**config.mk**
```make
export PLATFORM = sky130hd
export DESIGN_NAME = mult_booth_seq
export DESIGN_NICKNAME = d
export VERILOG_FILES = /design/src/rtl/mult_booth_seq.sv
export SDC_FILE = /design/constraint.sdc
export NUM_CORES = 1
export LEC_CHECK = 0
export ABC_AREA = 1
export ABC_CLOCK_PERIOD_IN_PS = 3300
export BUFFER_PORTS_ARGS = -buffer_cell sky130_fd_sc_hd__buf_2
export CORE_UTILIZATION = 54
export CTS_CLUSTER_SIZE = 16
export DETAILED_ROUTE_END_ITERATION = 7
export MAX_ROUTING_LAYER = met4
export PLACE_DENSITY_LB_ADDON = 0.2
export SYNTH_ARGS = -nofsm -noshare
export SYNTH_HDL_FRONTEND = slang
export SYNTH_SLANG_ARGS = --single-unit
```
**constraint.sdc**
```tcl
create_clock -name clk -period 3.3 [get_ports clk]
set_input_delay 0.66 -clock clk [delete_from_list [all_inputs] [get_ports clk]]
set_output_delay 0.66 -clock clk [all_outputs]
set_load 0.1 [all_outputs]
```
**src/rtl/mult_booth_seq.sv**
```systemverilog
// Iterative signed WIDTH x WIDTH Booth multiplier with start/ready handshake.
// Define MULT_RADIX4_EN for modified-Booth radix-4 (WIDTH/2 iterations).
module mult_booth_seq #(
  parameter int unsigned WIDTH = 32
) (
  input  logic             clk,
  input  logic             reset,
  input  logic             ctrl_MULT,
  input  logic [WIDTH-1:0] data_operandA,
  input  logic [WIDTH-1:0] data_operandB,
  output logic [WIDTH-1:0] data_result,
  output logic             data_exception,
  output logic             data_resultRDY,
  output logic             busy
);

  localparam int unsigned AW = WIDTH + 2;
`ifdef MULT_RADIX4_EN
  localparam int unsigned ITERS = WIDTH / 2;
`else
  localparam int unsigned ITERS = WIDTH;
`endif
  localparam int unsigned CW = unsigned'($clog2(ITERS + 1));
  localparam logic [CW-1:0] LAST = CW'(ITERS - 1);

  typedef enum logic [1:0] {IDLE, RUN, DONE} state_e;

  state_e           state_q, state_d;
  logic [CW-1:0]    count_q;
  logic [AW-1:0]    acc_q, acc_d;
  logic [WIDTH-1:0] m_q;
  logic [WIDTH-1:0] q_q, q_d;
  logic             qm1_q, qm1_d;
  logic [WIDTH-1:0] result_q;
  logic             exc_q, exc_d;
  logic             rdy_q, busy_q;
  logic             iter_c, finish_c;
  logic [AW-1:0]    m_ext, addend, sum;
  logic [WIDTH:0]   top_c;

  // State register
  always_ff @(posedge clk) begin
    if (reset) state_q <= IDLE;
    else       state_q <= state_d;
  end

  // Next-state logic; a start in any state restarts the operation
  always_comb begin
    state_d = state_q;
    case (state_q)
      IDLE:    state_d = IDLE;
      RUN:     if (count_q == LAST) state_d = DONE;
      DONE:    state_d = IDLE;
      default: state_d = IDLE;
    endcase
    if (ctrl_MULT) state_d = RUN;
  end

  // Datapath control decode
  always_comb begin
    iter_c   = 1'b0;
    finish_c = 1'b0;
    if (state_q == RUN && !ctrl_MULT) begin
      iter_c   = 1'b1;
      finish_c = (count_q == LAST);
    end
  end

  // One Booth step: add/subtract multiple of M, then arithmetic shift right
  always_comb begin
    m_ext  = {{2{m_q[WIDTH-1]}}, m_q};
    addend = '0;
`ifdef MULT_RADIX4_EN
    case ({q_q[1:0], qm1_q})
      3'b001, 3'b010: addend = m_ext;
      3'b011:         addend = AW'(m_ext << 1);
      3'b100:         addend = AW'(-(m_ext << 1));
      3'b101, 3'b110: addend = AW'(-m_ext);
      default:        addend = '0;
    endcase
    sum   = acc_q + addend;
    acc_d = {{2{sum[AW-1]}}, sum[AW-1:2]};
    q_d   = {sum[1:0], q_q[WIDTH-1:2]};
    qm1_d = q_q[1];
`else
    case ({q_q[0], qm1_q})
      2'b01:   addend = m_ext;
      2'b10:   addend = AW'(-m_ext);
      default: addend = '0;
    endcase
    sum   = acc_q + addend;
    acc_d = {sum[AW-1], sum[AW-1:1]};
    q_d   = {sum[0], q_q[WIDTH-1:1]};
    qm1_d = q_q[0];
`endif
    // Product fits in WIDTH signed bits only if the upper half matches the result sign
    top_c = {acc_d[WIDTH-1:0], q_d[WIDTH-1]};
    exc_d = ~((&top_c) | ~(|top_c));
  end

  // Product register, counter and registered outputs
  always_ff @(posedge clk) begin
    if (reset) begin
      count_q  <= '0;
      acc_q    <= '0;
      m_q      <= '0;
      q_q      <= '0;
      qm1_q    <= 1'b0;
      result_q <= '0;
      exc_q    <= 1'b0;
      rdy_q    <= 1'b0;
      busy_q   <= 1'b0;
    end else begin
      rdy_q  <= (state_d == DONE);
      busy_q <= (state_d == RUN);
      if (ctrl_MULT) begin
        count_q  <= '0;
        acc_q    <= '0;
        m_q      <= data_operandA;
        q_q      <= data_operandB;
        qm1_q    <= 1'b0;
        result_q <= '0;
        exc_q    <= 1'b0;
      end else if (iter_c) begin
        count_q <= count_q + CW'(1);
        acc_q   <= acc_d;
        q_q     <= q_d;
        qm1_q   <= qm1_d;
        if (finish_c) begin
          result_q <= q_d;
          exc_q    <= exc_d;
        end
      end
    end
  end

  assign data_result    = result_q;
  assign data_exception = exc_q;
  assign data_resultRDY = rdy_q;
  assign busy           = busy_q;

endmodule

```
; ---- Word level (Yosys, flattened, before mapping)
; Cells that the tools add are included.
[totals]
input_bits = 67
latch_bits = 0
ram_bits = 0
mem_bits_ro = 0
register_bits = 141
mem_count = 0
[classes]
muxes = 8
reduce_logical = 7
addsub = 3
magnitude_cmp = 0
n_eq_ne = 6
n_div = 0
mul = 0
n_bitwise = 3
shifts = 0
[ops]
columns = cell, n
row1 = $pmux W34 S2, 1
row2 = $mux W32, 2
row3 = $add A34 B34 Y34, 1
row4 = $neg A34 Y34, 1
row5 = $reduce_and A33 Y1, 1
row6 = $reduce_or A33 Y1, 1
row7 = $add A6 B1 Y6 const B, 1
row8 = $eq A2 B1 Y1 const B, 3
row9 = $eq A6 B5 Y1 const B, 1
row10 = $mux W2, 3
row11 = $eq A2 B2 Y1 const B, 2
row12 = $mux W1, 2
row13 = $not A1 Y1, 2
row14 = $reduce_and A2 Y1, 1
row15 = $reduce_bool A2 Y1, 1
row16 = $reduce_or A2 Y1, 1
row17 = $logic_and A1 B1 Y1, 1
row18 = $logic_not A1 Y1, 1
row19 = $or A1 B1 Y1, 1

; ---- Depth between registers and ports, before layout
[logic_depth]
depth_word = 7
depth_mapped = 31

; ---- Least setup slack after synthesis
; No wires, ideal clock.
[synth_timing]
kind = register -> register
startpoint = reg m_q[0]
endpoint = reg exc_q, in the netlist data_exception
slack_ps = -41
arrival_time_ps = 3217
n_path_buf = 0
required_time_ps = 3176
setup_time_ps = 124
path_stages_with_launch = 29
path_cell_list = dfxtp_1 inv_1 ha_1 nand3_2 nor2_2 nand2_2 nor3_4 nand4_2 nor2_2 nand2_1 nor3_1 nand3_1 nand3_1 a21oi_1 ha_1 nand2_1 inv_1 a21oi_1 nand2_1 a21oi_1 nand2_2 nand2_1 nand2_1 nor2_1 nand3_1 nor2_1 nand2_1 nand2_1 a21oi_2
[synth_via]
elab_chain_cells = 7
word_cells_on_any_way = 8
cone_classes = add/sub (2) / mux (1) / bitwise (3) / reduce/logical (2)
[synth_lines]
columns = item, line
row1 = "start, declared", 31  ; logic [WIDTH-1:0] m_q;
row2 = "start signal, assigned", 119  ; m_q <= data_operandA;
row3 = $neg A34 Y34, 88  ; 2'b10: addend = AW'(-m_ext);
row4 = $pmux W34 S2 *, 86  ; case ({q_q[0], qm1_q})
row5 = $add A34 B34 Y34 *, 91  ; sum = acc_q + addend;
row6 = $reduce_or A33 Y1, 98  ; exc_d = ~((&top_c) | ~(|top_c));
row7 = $not A1 Y1, 98
row8 = $or A1 B1 Y1 *, 98
row9 = $not A1 Y1 *, 98
row10 = "end signal, assigned", 110  ; exc_q <= 1'b0;
row11 = "end signal, assigned", 123  ; exc_q <= 1'b0;
row12 = "end signal, assigned", 131  ; exc_q <= exc_d;
row13 = "end, declared", 35  ; logic exc_q, exc_d;
; Mark *: on every way between the ends. The rest lies on a longest branch, timed or not.
; A chain may end at the register's enable or synchronous reset.

; ---- Worst setup path after layout
; Ends and elaborated chain as after synthesis.

==> flow_summary.yaml <==
status:
  status: "finished, violations left"
  violations: "negative setup slack"
yosys:
  syn_avg_cell_area_um2: 6.202
  synth_cells: 1539
  syn_area_um2: 9544
  synth_cell_types: 49
  synth-async-reset-ratio_pct: 0
  synth_ff_type: "dfxtp_1"
  yosysTopAreaCell: "dfxtp_1"
  synth_edf_count: 0
  synth-seq-cells: 141
  synthTopCellsByArea: "dfxtp_1 (30%), nand2_1 (20%), inv_1 (7.9%), nor2_1 (5.3%), a21oi_1 (4.9%)"
  syn-num-nets: 1644
  synth_top_area_share_pct: 29.58
  yosysSeqAreaShare_pct: 29.58
  yosysWarnings: 0
timing:
  slew_headroom_pct: 32.56
  worst_pin_slew_ps: 1012
  rsz0062_at_grt: "yes"
  final_hold_viol_count: 0
  slew_viol_final: 0
  maxClockFrequency_mhz: 263.1
  final.min_clock_period_ps: 3802
  fin_worst_skew_ps: 14.10
  period_share_pct: 115.2
  fin_ws_ps: -501.5
  setup_viol: 17
  whs_ps: 459.5
  tns_ps: -4340
global_routing:
  grt_pass1_vias: 10058
  grtUsageTotal_pct: 34.04
  grt_max_degree: 98
  antenna_found_initial: 0
  grt.overflow.total: 0
  grt_pass1_wl_um: 47780
placed_design:
  dpl-instance-area_um2: 11560
  place.gp.congestion: 0.9489
  hpwl_um: 21560
  numPortBuffers: 101
die:
  rows: 48
  die_x_um: 134.9
  start_util_pct: 55.18
  design.core.area_um2: 17300
  die_y_um: 134.9
  fp.dieArea_um2: 18210
  io_pins: 102
layout:
  multiInputGateArea_um2: 6724
  register_area_um2: 2826
  fin_area_um2: 13420
  final_nets: 1928
  n_fill_cell: 1300
  drive_gt1_share_pct: 34.20
  syn2layout_area_growth_pct: 40.56
route:
  via_per_inst: 5.408
  drt-pass1-iter-count: 5
  drc_errors: 0
  routed_wirelength_um: 31360
  postRouteAntennaNets: 0
  num_vias: 11152
  dr.first_iter.drc_count: 893
  drt-wirelength-per-cell_um: 15.21
clock_network:
  insertion_delay_ps: 430
  cts_tree: "built"
  clockBufferDepth: 2
  cts_root_buf: "clkbuf_16"
  clock-sinks: 141
  htree_levels: 4
  cts.reportedPaths.clkPinSlew_ps: 70
  cts_made_buffers: 17
power:
  leakagePower_nw: 6.667
  p_per_area_nw_per_um2: 340.5
  finalPower_mw: 4.567
  peakVddDrop_mv: 0.3832
setup_path:
  end_kind: "flip-flop"
  cpMaxStageDelayCell: "ha_4"
  worstSetupPathType: "reg -> reg"
  crit_path_max_incr_delay_ps: 350
  crit_fanout: 4
  r2r-start: "m_q[0]"
  required_ps: 3620
  cp-start-kind: "flip-flop"
  crit_start: "m_q[0]"
  cp.arrival_ps: 4120
job:
  cap_violations: 0
hold_path:
  min_from: "data_result[26]"
  hp-class: "reg -> reg"
[area by class of cell]
cell class	count	share of cell area (%)
multi-input combinational	1130	50.12
sequential	141	21.07
tap	225	2.098
timing repair buffer	319	16.19
antenna	1	0.01865
inverter	214	6.081
clock buffer	17	3.171
clock inverter	15	1.250
[cell usage after synthesis (all sizes together), types with 2 or more instances]
cell type / n
nand2: 547
inv: 213
nor2: 152
dfxtp: 141
a21oi: 97
nand3: 77
clkbuf: 48
o21ai: 46
ha: 37
a31oi: 33
o211ai: 32
nor3: 28
a211oi: 21
nand4: 14
xor2: 7
buf: 6
nand3b: 6
nor4: 6
xnor2: 5
a221oi: 4
and2: 4
nor3b: 3
o21a: 3
a21o: 2
o21bai: 2
[what timing repair did]
item / 4_1_cts / 5_1_grt
hold buffers: 0 / 0
setup buffers: 11 / 17
endpoints found under the setup margin: 21 / 26
pin swaps: 44 / 92
gates resized for setup: 100 / 176
endpoints found under the hold margin: 0 / 0
[routing by layer]
layer / share of wire [%] / up-vias / track usage (%)
met1: 44 / 5143 / 43.23
met4: 2.7 / 0 / 12.36
met2: 47 / 429 / 54.15
li1: - / 5512 / -
met5: 0 / - / -
met3: 6.7 / 68 / 5.931
[where the power goes]
part	switching [mW]	total, mW	internal, mW
registers	0.0491	1.81	1.76
logic	0.455	0.789	0.334
clock network	0.883	1.96	1.08
[logic make-up (layout without fill, tap and decap cells)]
group	after synthesis	count (layout)	synth area share (%)
and+or+nand+nor	838	838	38.36
buffers and inverters	268	565	10.75
AOI/OAI and AO/OA	242	242	15.08
DFF	141	141	29.58
adders and majority gates	38	38	5.060
xor gates and xnor gates	12	12	1.180
other	0	1	0
[worst paths after layout]
path | to | slack, ps | depth (start not counted)
worst max-delay path | data_exception | -500 | 28
worst min register to register | data_result[26] | 460 | 2
worst max register to register | data_exception | -500 | 28
worst min-delay path | data_result[26] | 460 | 2
[critical path: cells and delay by family (launching register included)]
kind | cells | cell delay (ps)
adder cells (fa/ha/maj) | 2 | 510
AO/OA/AOI/OAI | 3 | 170
flip-flops | 1 | 330
buffers and inverters | 4 | 540
AND/OR/NAND/NOR | 19 | 2150
[cell usage in the layout, fill, tap and decap left out, drive strengths merged, types with 4 or more instances in the layout]
master  count
nand3      77
dfxtp     141
a21oi      97
a211oi     21
nand4      14
nand2     547
o211ai     32
xor2        7
o21ai      46
xnor2       5
ha         37
clkbuf     17
buf       319
nor3       28
inv       224
nand3b      6
nor4        6
a31oi      33
nor2      152
and2        4
a221oi      4
[registers in the layout (all words and copies together) (netlist names)]
name            cells
data_result        32
m_q                32
data_exception      1
count_q             6
q_q                32
acc_q              33
data_resultRDY      1
busy                1
qm1_q               1
state_q             2
[through the flow]
step	setup WS (ps)	util, %	cells
4_1_cts	-424.2	73.01	2046
2_1_floorplan	-11.06	-	1539
3_5_place_dp	-623.7	66.85	2003
5_1_grt	-726.7	77.55	2061
6_report	-501.5	77.56	2062
3_3_place_gp	-576.9	66.85	2003
Note: power is estimated with default switching activity, not from simulation.
